File: src/rtl/mdio_responder.sv
// Clause-22 MDIO responder: decodes MDC/MDIO frames against a 32x16 PHY register
// file and drives read data back on MDIO. All protocol action happens on MDC rises.
module mdio_responder #(
  parameter logic [4:0]  PHY_ADDR = 5'd1,
  parameter logic [31:0] PHY_ID   = 32'h001CC915,
  parameter int unsigned PRE_MIN  = 32
) (
  input  logic        clk,
  input  logic        rst,
  input  logic        mdc,
  input  logic        mdio_i,
  output logic        mdio_o,
  output logic        mdio_oe,
  input  logic        link_up,
  input  logic [1:0]  speed,
  output logic        wr_stb,
  output logic [4:0]  wr_reg,
  output logic [15:0] wr_data,
  output logic        frame_err
);

  typedef enum logic [2:0] {S_IDLE, S_ST, S_OP, S_PHYAD, S_REGAD, S_TA, S_DATA} state_t;

  localparam logic [15:0] BMCR_DEFAULT = 16'h1140;

  state_t      state, state_nxt;
  logic [3:0]  cnt, cnt_nxt;
  logic [1:0]  mdc_sync, mdio_sync;
  logic        mdc_prev;
  logic        rise, bit_in;
  logic [5:0]  pre_cnt;
  logic        op_hi, is_read;
  logic [4:0]  phy_sh, reg_sh;
  logic [15:0] data_sh;
  logic [15:0] regs [32];
  logic [4:0]  rd_addr;
  logic [15:0] rd_val;
  logic        phy_match, bad_frame, commit;
  logic [15:0] commit_data;

  // Sync flops reset to 1 so a high MDC at reset release is not seen as a rise.
  // NOTE: sequential state always uses non-blocking (<=) so every flop samples pre-edge values.
  always_ff @(posedge clk or posedge rst) begin
    if (rst) begin
      mdc_sync  <= 2'b11;
      mdc_prev  <= 1'b1;
      mdio_sync <= 2'b11;
    end else begin
      mdc_sync  <= {mdc_sync[0], mdc};
      mdc_prev  <= mdc_sync[1];
      mdio_sync <= {mdio_sync[0], mdio_i};
    end
  end

  assign rise        = mdc_sync[1] & ~mdc_prev;
  assign bit_in      = mdio_sync[1];
  assign phy_match   = (phy_sh == PHY_ADDR);
  assign rd_addr     = {reg_sh[3:0], bit_in};
  assign commit_data = {data_sh[14:0], bit_in};
  assign commit      = rise && (state == S_DATA) && (cnt == 4'd15) && !is_read;
  assign bad_frame   = rise && (((state == S_ST) && !bit_in) ||
                                ((state == S_OP) && (cnt == 4'd1) && (op_hi == bit_in)));

  always_ff @(posedge clk or posedge rst) begin
    if (rst) begin
      state <= S_IDLE;
      cnt   <= '0;
    end else begin
      state <= state_nxt;
      cnt   <= cnt_nxt;
    end
  end

  // NOTE: defaults first so every path assigns every output and no latch is inferred.
  always_comb begin
    state_nxt = state;
    cnt_nxt   = cnt;
    if (rise) begin
      case (state)
        S_IDLE:  if (!bit_in && (32'(pre_cnt) >= PRE_MIN)) begin
                   state_nxt = S_ST;
                   cnt_nxt   = '0;
                 end
        S_ST:    state_nxt = bit_in ? S_OP : S_IDLE;
        S_OP:    if (cnt == 4'd0) cnt_nxt = 4'd1;
                 else begin
                   cnt_nxt   = '0;
                   state_nxt = (op_hi ^ bit_in) ? S_PHYAD : S_IDLE;
                 end
        S_PHYAD: if (cnt == 4'd4) begin
                   cnt_nxt   = '0;
                   state_nxt = S_REGAD;
                 end else cnt_nxt = cnt + 4'd1;
        S_REGAD: if (cnt == 4'd4) begin
                   cnt_nxt   = '0;
                   state_nxt = phy_match ? S_TA : S_IDLE;
                 end else cnt_nxt = cnt + 4'd1;
        S_TA:    if (cnt == 4'd1) begin
                   cnt_nxt   = '0;
                   state_nxt = S_DATA;
                 end else cnt_nxt = cnt + 4'd1;
        S_DATA:  if (cnt == 4'd15) begin
                   cnt_nxt   = '0;
                   state_nxt = S_IDLE;
                 end else cnt_nxt = cnt + 4'd1;
        default: begin
                   cnt_nxt   = '0;
                   state_nxt = S_IDLE;
                 end
      endcase
    end
  end

  always_comb begin
    rd_val = regs[rd_addr];
    case (rd_addr)
      5'd0:    rd_val = {1'b0, regs[0][14:0]};
      5'd1:    rd_val = {13'h0F24, link_up, 2'b01};
      5'd2:    rd_val = PHY_ID[31:16];
      5'd3:    rd_val = PHY_ID[15:0];
      5'd17:   rd_val = {speed, 1'b1, 2'b00, link_up, 10'h000};
      default: ;
    endcase
  end

  always_ff @(posedge clk or posedge rst) begin
    if (rst) begin
      pre_cnt   <= '0;
      op_hi     <= 1'b0;
      is_read   <= 1'b0;
      phy_sh    <= '0;
      reg_sh    <= '0;
      data_sh   <= '0;
      mdio_o    <= 1'b1;
      mdio_oe   <= 1'b0;
      wr_stb    <= 1'b0;
      wr_reg    <= '0;
      wr_data   <= '0;
      frame_err <= 1'b0;
    end else begin
      wr_stb    <= commit;
      frame_err <= bad_frame;
      if (commit) begin
        wr_reg  <= reg_sh;
        wr_data <= commit_data;
      end
      if (rise) begin
        case (state)
          S_IDLE:  pre_cnt <= !bit_in ? 6'd0 : (pre_cnt == 6'd63) ? pre_cnt : pre_cnt + 6'd1;
          S_OP:    if (cnt == 4'd0) op_hi <= bit_in;
                   else is_read <= op_hi;
          S_PHYAD: phy_sh <= {phy_sh[3:0], bit_in};
          S_REGAD: begin
                     reg_sh <= rd_addr;
                     // Snapshot here so status inputs cannot tear a value mid-shift.
                     if ((cnt == 4'd4) && is_read && phy_match) data_sh <= rd_val;
                   end
          S_TA:    if (is_read) begin
                     if (cnt == 4'd0) begin
                       mdio_oe <= 1'b1;
                       mdio_o  <= 1'b0;
                     end else begin
                       mdio_o  <= data_sh[15];
                       data_sh <= {data_sh[14:0], 1'b0};
                     end
                   end
          S_DATA:  if (!is_read) data_sh <= commit_data;
                   else if (cnt == 4'd15) begin
                     mdio_oe <= 1'b0;
                     mdio_o  <= 1'b1;
                   end else begin
                     mdio_o  <= data_sh[15];
                     data_sh <= {data_sh[14:0], 1'b0};
                   end
          default: ;
        endcase
      end
    end
  end

  // NOTE: the register array is reset explicitly because every R/W register has a defined default.
  always_ff @(posedge clk or posedge rst) begin
    if (rst) begin
      for (int i = 0; i < 32; i++) regs[i] <= (i == 0) ? BMCR_DEFAULT : 16'h0000;
    end else if (commit) begin
      if ((reg_sh == 5'd0) && commit_data[15]) begin
        for (int i = 0; i < 32; i++) regs[i] <= (i == 0) ? BMCR_DEFAULT : 16'h0000;
      end else if (!(reg_sh inside {5'd1, 5'd2, 5'd3, 5'd17})) begin
        regs[reg_sh] <= commit_data;
      end
    end
  end

endmodule

File: config.mk
export PLATFORM = sky130hd
export DESIGN_NAME = mdio_responder
export DESIGN_NICKNAME = d
export VERILOG_FILES = /design/src/rtl/mdio_responder.sv
export SDC_FILE = /design/constraint.sdc
export NUM_CORES = 2
export LEC_CHECK = 0
export ABC_AREA = 1
export CAP_MARGIN = 0
export CORE_MARGIN = 5
export CORE_UTILIZATION = 32
export DETAILED_ROUTE_END_ITERATION = 10
export DONT_BUFFER_PORTS = 1
export HOLD_SLACK_MARGIN = 0.03
export PLACE_DENSITY = 0.55
export REMOVE_ABC_BUFFERS = 1
export SYNTH_ARGS = -nofsm -noshare
export SYNTH_HDL_FRONTEND = slang
export SYNTH_SLANG_ARGS = --single-unit
File: constraint.sdc
create_clock -name clk -period 40.5 [get_ports clk]
set_input_delay 4.05 -clock clk [delete_from_list [all_inputs] [get_ports clk]]
set_output_delay 4.05 -clock clk [all_outputs]
set_load 0.05 [all_outputs]
==> flow_summary.yaml <==
status:
  outcome: "complete, no violations"
power:
  internal_cell_power_uw: 957
  power_leakage_nw: 12.6
  clock_power_share_pct: 50.4
  power.share.combinational_pct: 1.8
  pwr_density_cell_nw_per_um2: 41.6
  switching_fraction_pct: 21.7
  ir_worst_vdd_mv: 0.0234
  power.sequential.fraction_pct: 47.8
  power.net_switching_uw: 265
setup_path:
  arrival_ns: 6.81
  setup.reg_to_reg.worst_slack_ns: 36.22
  worstPathRequired_ns: 41.14
  worst_path_largest_cell_delay_ns: 0.78
  critical_path_buf_inv_count: 4
  stages_on_worst_setup_path: 4
  path_cells: "inv_8 > buf_4 > buf_4 > buf_4"
  worst-r2r-cell-count: 9
  path_delay_family: "buffers and inverters"
  worstReg2RegStart: "cnt[0]"
  crit-reg2reg-capture: "regs[264]"
  cp_capture_type: "asynchronous set/reset pin"
  critical_path_peak_fanout: 109
  timing.critical_path.slowest_stage_cell: "sky130_fd_sc_hd__buf_4"
  critical_path.most_common_cell: "sky130_fd_sc_hd__buf_4"
  critical_path.startpoint_type: "input port"
  setup.worst_path.class: "input port to asynchronous set/reset pin"
clock_tree:
  max-clock-path-buffers: 3
  cts-buffers-inserted: 67
  post_cts_repair_timing_setup_buffer_count: 0
  cts-resized-gates: 0
  clk_latency_ns: 0.61
  cts_hold_buffers: 0
  clock_tree_from_tritoncts: "yes"
  clock_tree.root_cell: "sky130_fd_sc_hd__clkbuf_16"
  cts_num_sinks: 583
  cts_htree_levels: 3
  worst_setup_hold_path_clk_slew_ns: 0.06
finish:
  layout_commonest_cell: "sky130_fd_sc_hd__dfrtp_1"
  largest_registers_ranked_by_flip_flop_count: "regs: 512 flops, data_sh: 16 flops, wr_data: 16 flops"
  fillerInstances: 8455
  multiInputGateArea_sq_um: 9160
  area.sequential_sq_um: 14600
  drive_gt1_share_pct: 7.58
  largest-register: "regs"
  final_cell_mix: "sky130_fd_sc_hd__dfrtp_1 (573), sky130_fd_sc_hd__nand2_1 (562), sky130_fd_sc_hd__inv_1 (450)"
  largest_register_ffs: 512
  layout.cells.non_filler: 4054
  layout.nets: 2943
  syn_to_final_growth_pct: 11.2
synth:
  asyncSetResetFlopFracSynth_pct: 100
  synth.top_cell.area_share_pct: 54.3
  syn-instance-count: 3020
  share_of_synthesized_area_occupied_by_flip_flops_and_latches_pct: 55.2
  syn-cell-area_sq_um: 26400
  synthTopCellsByArea: "sky130_fd_sc_hd__dfrtp_1 (54%), sky130_fd_sc_hd__o22ai_1 (8.6%), sky130_fd_sc_hd__nand2_1 (8.0%)"
  synth_ff_type: "sky130_fd_sc_hd__dfrtp_1"
  synth_edf_count: 0
  largest_area_contributor_in_the_synthesized_netlist: "sky130_fd_sc_hd__dfrtp_1"
  yosysUniqueCellTypes: 53
  yosysWarnings: 0
  synth.ff_latch_count: 583
  synth_area_per_cell_sq_um: 8.75
min_path:
  hold_path_depth: 0
  hold_path_startpoint: "mdio_sync[0]"
  hold_path.class: "register to register"
  holdPathEnd: "mdio_sync[1]"
job:
  drv.max_cap_violation_count: 0
timing:
  worstMarginPinSlew_ns: 1.15
  finalSetupViolCount: 0
  rsz_0062_raised_after_global_routing: "false"
  period_needed_ns: 6.17
  timing.max_slew.rel_slack_pct: 22.6
  slew_violations: 0
  fin_skew_ns: 0.0325
  final_cycle_utilization_of_the_critical_path_pct: 15.2
  max_freq_mhz: 162
  final_hold_violating_endpoints: 0
  tns_setup_ns: 0
routing:
  route.detailed.drc: 0
  drt_wl_total_microns: 89100
  wire_per_inst_microns: 22.0
  detailedRoute.firstIterationViolations: 2124
  antenna_left: 0
  via_per_inst: 5.31
  drtPass1Iterations: 7
  detailroute.via_count: 21500
die:
  ioPinCount: 32
  initial_utilization_pct: 32.2
  core_area_sq_um: 82000
  dieArea_sq_um: 88400
  core.rowCount: 105
  die-height_microns: 297
  dieWidth_microns: 297
place:
  placement.io_buffers: 0
  placedCellCount: 3933
  place.gp.congestion: 0.927
  dp.final_hpwl_microns: 53600
global_route:
  grt_max_degree: 110
  grt_antenna_before_repair: 1
  grt_residual_overflow: 0
  first_global_vias: 20700
  grt_pass1_wl_microns: 136000
  track_usage_pct: 19.7
-- worst reg2reg max path: stages (launching register included) --
cell	delay, ns
sky130_fd_sc_hd__dfrtp_1	0.39
sky130_fd_sc_hd__ha_1	0.20
sky130_fd_sc_hd__nand2_1	0.08
sky130_fd_sc_hd__nor2_2	0.22
sky130_fd_sc_hd__inv_1	0.11
sky130_fd_sc_hd__nor2_2	0.15
sky130_fd_sc_hd__nand3_2	0.51
sky130_fd_sc_hd__nor2_1	0.98
sky130_fd_sc_hd__nand3_2	1.01
sky130_fd_sc_hd__o22ai_1	0.51
-- per-stage QoR --
step	utilization, %	hold slack [ns]	power, mW	setup slack, ns	area (sq um)
after detailed placement	33.1	0.347	0.618	33.50	27200
after global routing	35.8	0.351	1.26	33.81	29400
after CTS	35.8	0.351	1.23	34.13	29400
after global placement	33.1	0.348	0.618	33.49	27200
after floorplan	-	0.345	0.609	20.15	25500
final	35.8	0.351	1.22	34.33	29400
-- logic make-up after synthesis --
kind of cell | share of synthesized area (%)
compound gates | 17.4
xor+xnor | 0.0663
fa+ha+maj | 0.189
buf+inv | 10.2
flops | 55.2
mux | 0.123
simple gates | 16.8
-- power by group through the flow --
| stage | Sequential [mW] | Clock [mW] | Combinational [mW] |
|---|---|---|---|
| final | 0.585 | 0.616 | 0.0218 |
| after global routing | 0.584 | 0.653 | 0.0249 |
| after CTS | 0.585 | 0.625 | 0.0224 |
| after detailed placement | 0.595 | 0 | 0.0224 |
| after global placement | 0.595 | 0 | 0.0224 |
| after floorplan | 0.595 | 0 | 0.0136 |
-- how the worst max path moves through the flow --
stage,endpoint,from
finish,wr_reg[1],rst
global route,regs[249],rst
CTS,regs[226],rst
detailed placement,wr_reg[1],rst
global placement,wr_reg[1],rst
floorplan,cnt[0],rst
-- layer usage --
layer	GRT usage (%)	vias up	share of wire (%)
met4	8.96	0	4.4
li1	-	9839	-
met1	28.2	10700	44
met2	29.4	847	44
met5	0	-	0
met3	3.46	157	7.9
-- Yosys cell counts, types with 16 or more instances --
master and n:
sky130_fd_sc_hd__a21oi_1 83, sky130_fd_sc_hd__a21oi_4 17, sky130_fd_sc_hd__a22oi_1 46, sky130_fd_sc_hd__buf_2 77, sky130_fd_sc_hd__buf_4 16, sky130_fd_sc_hd__clkbuf_1 83
sky130_fd_sc_hd__dfrtp_1 574, sky130_fd_sc_hd__inv_1 452, sky130_fd_sc_hd__nand2_1 563, sky130_fd_sc_hd__nand3_1 107, sky130_fd_sc_hd__nand4_1 60, sky130_fd_sc_hd__nor2_1 241
sky130_fd_sc_hd__nor3_1 16, sky130_fd_sc_hd__o21ai_0 152, sky130_fd_sc_hd__o21ai_1 33, sky130_fd_sc_hd__o22ai_1 365
-- layout make-up --
cell class              count  area share (%)
multi-input cells        1776            31.2
clock buffers             103            6.93
clock inverters            17           0.643
flip-flops and latches    583            49.7
inverters                 466            6.00
diodes                      1         0.00852
well taps                1070            4.56
repair buffers             38           0.971
(Power assumes the default switching activity.)
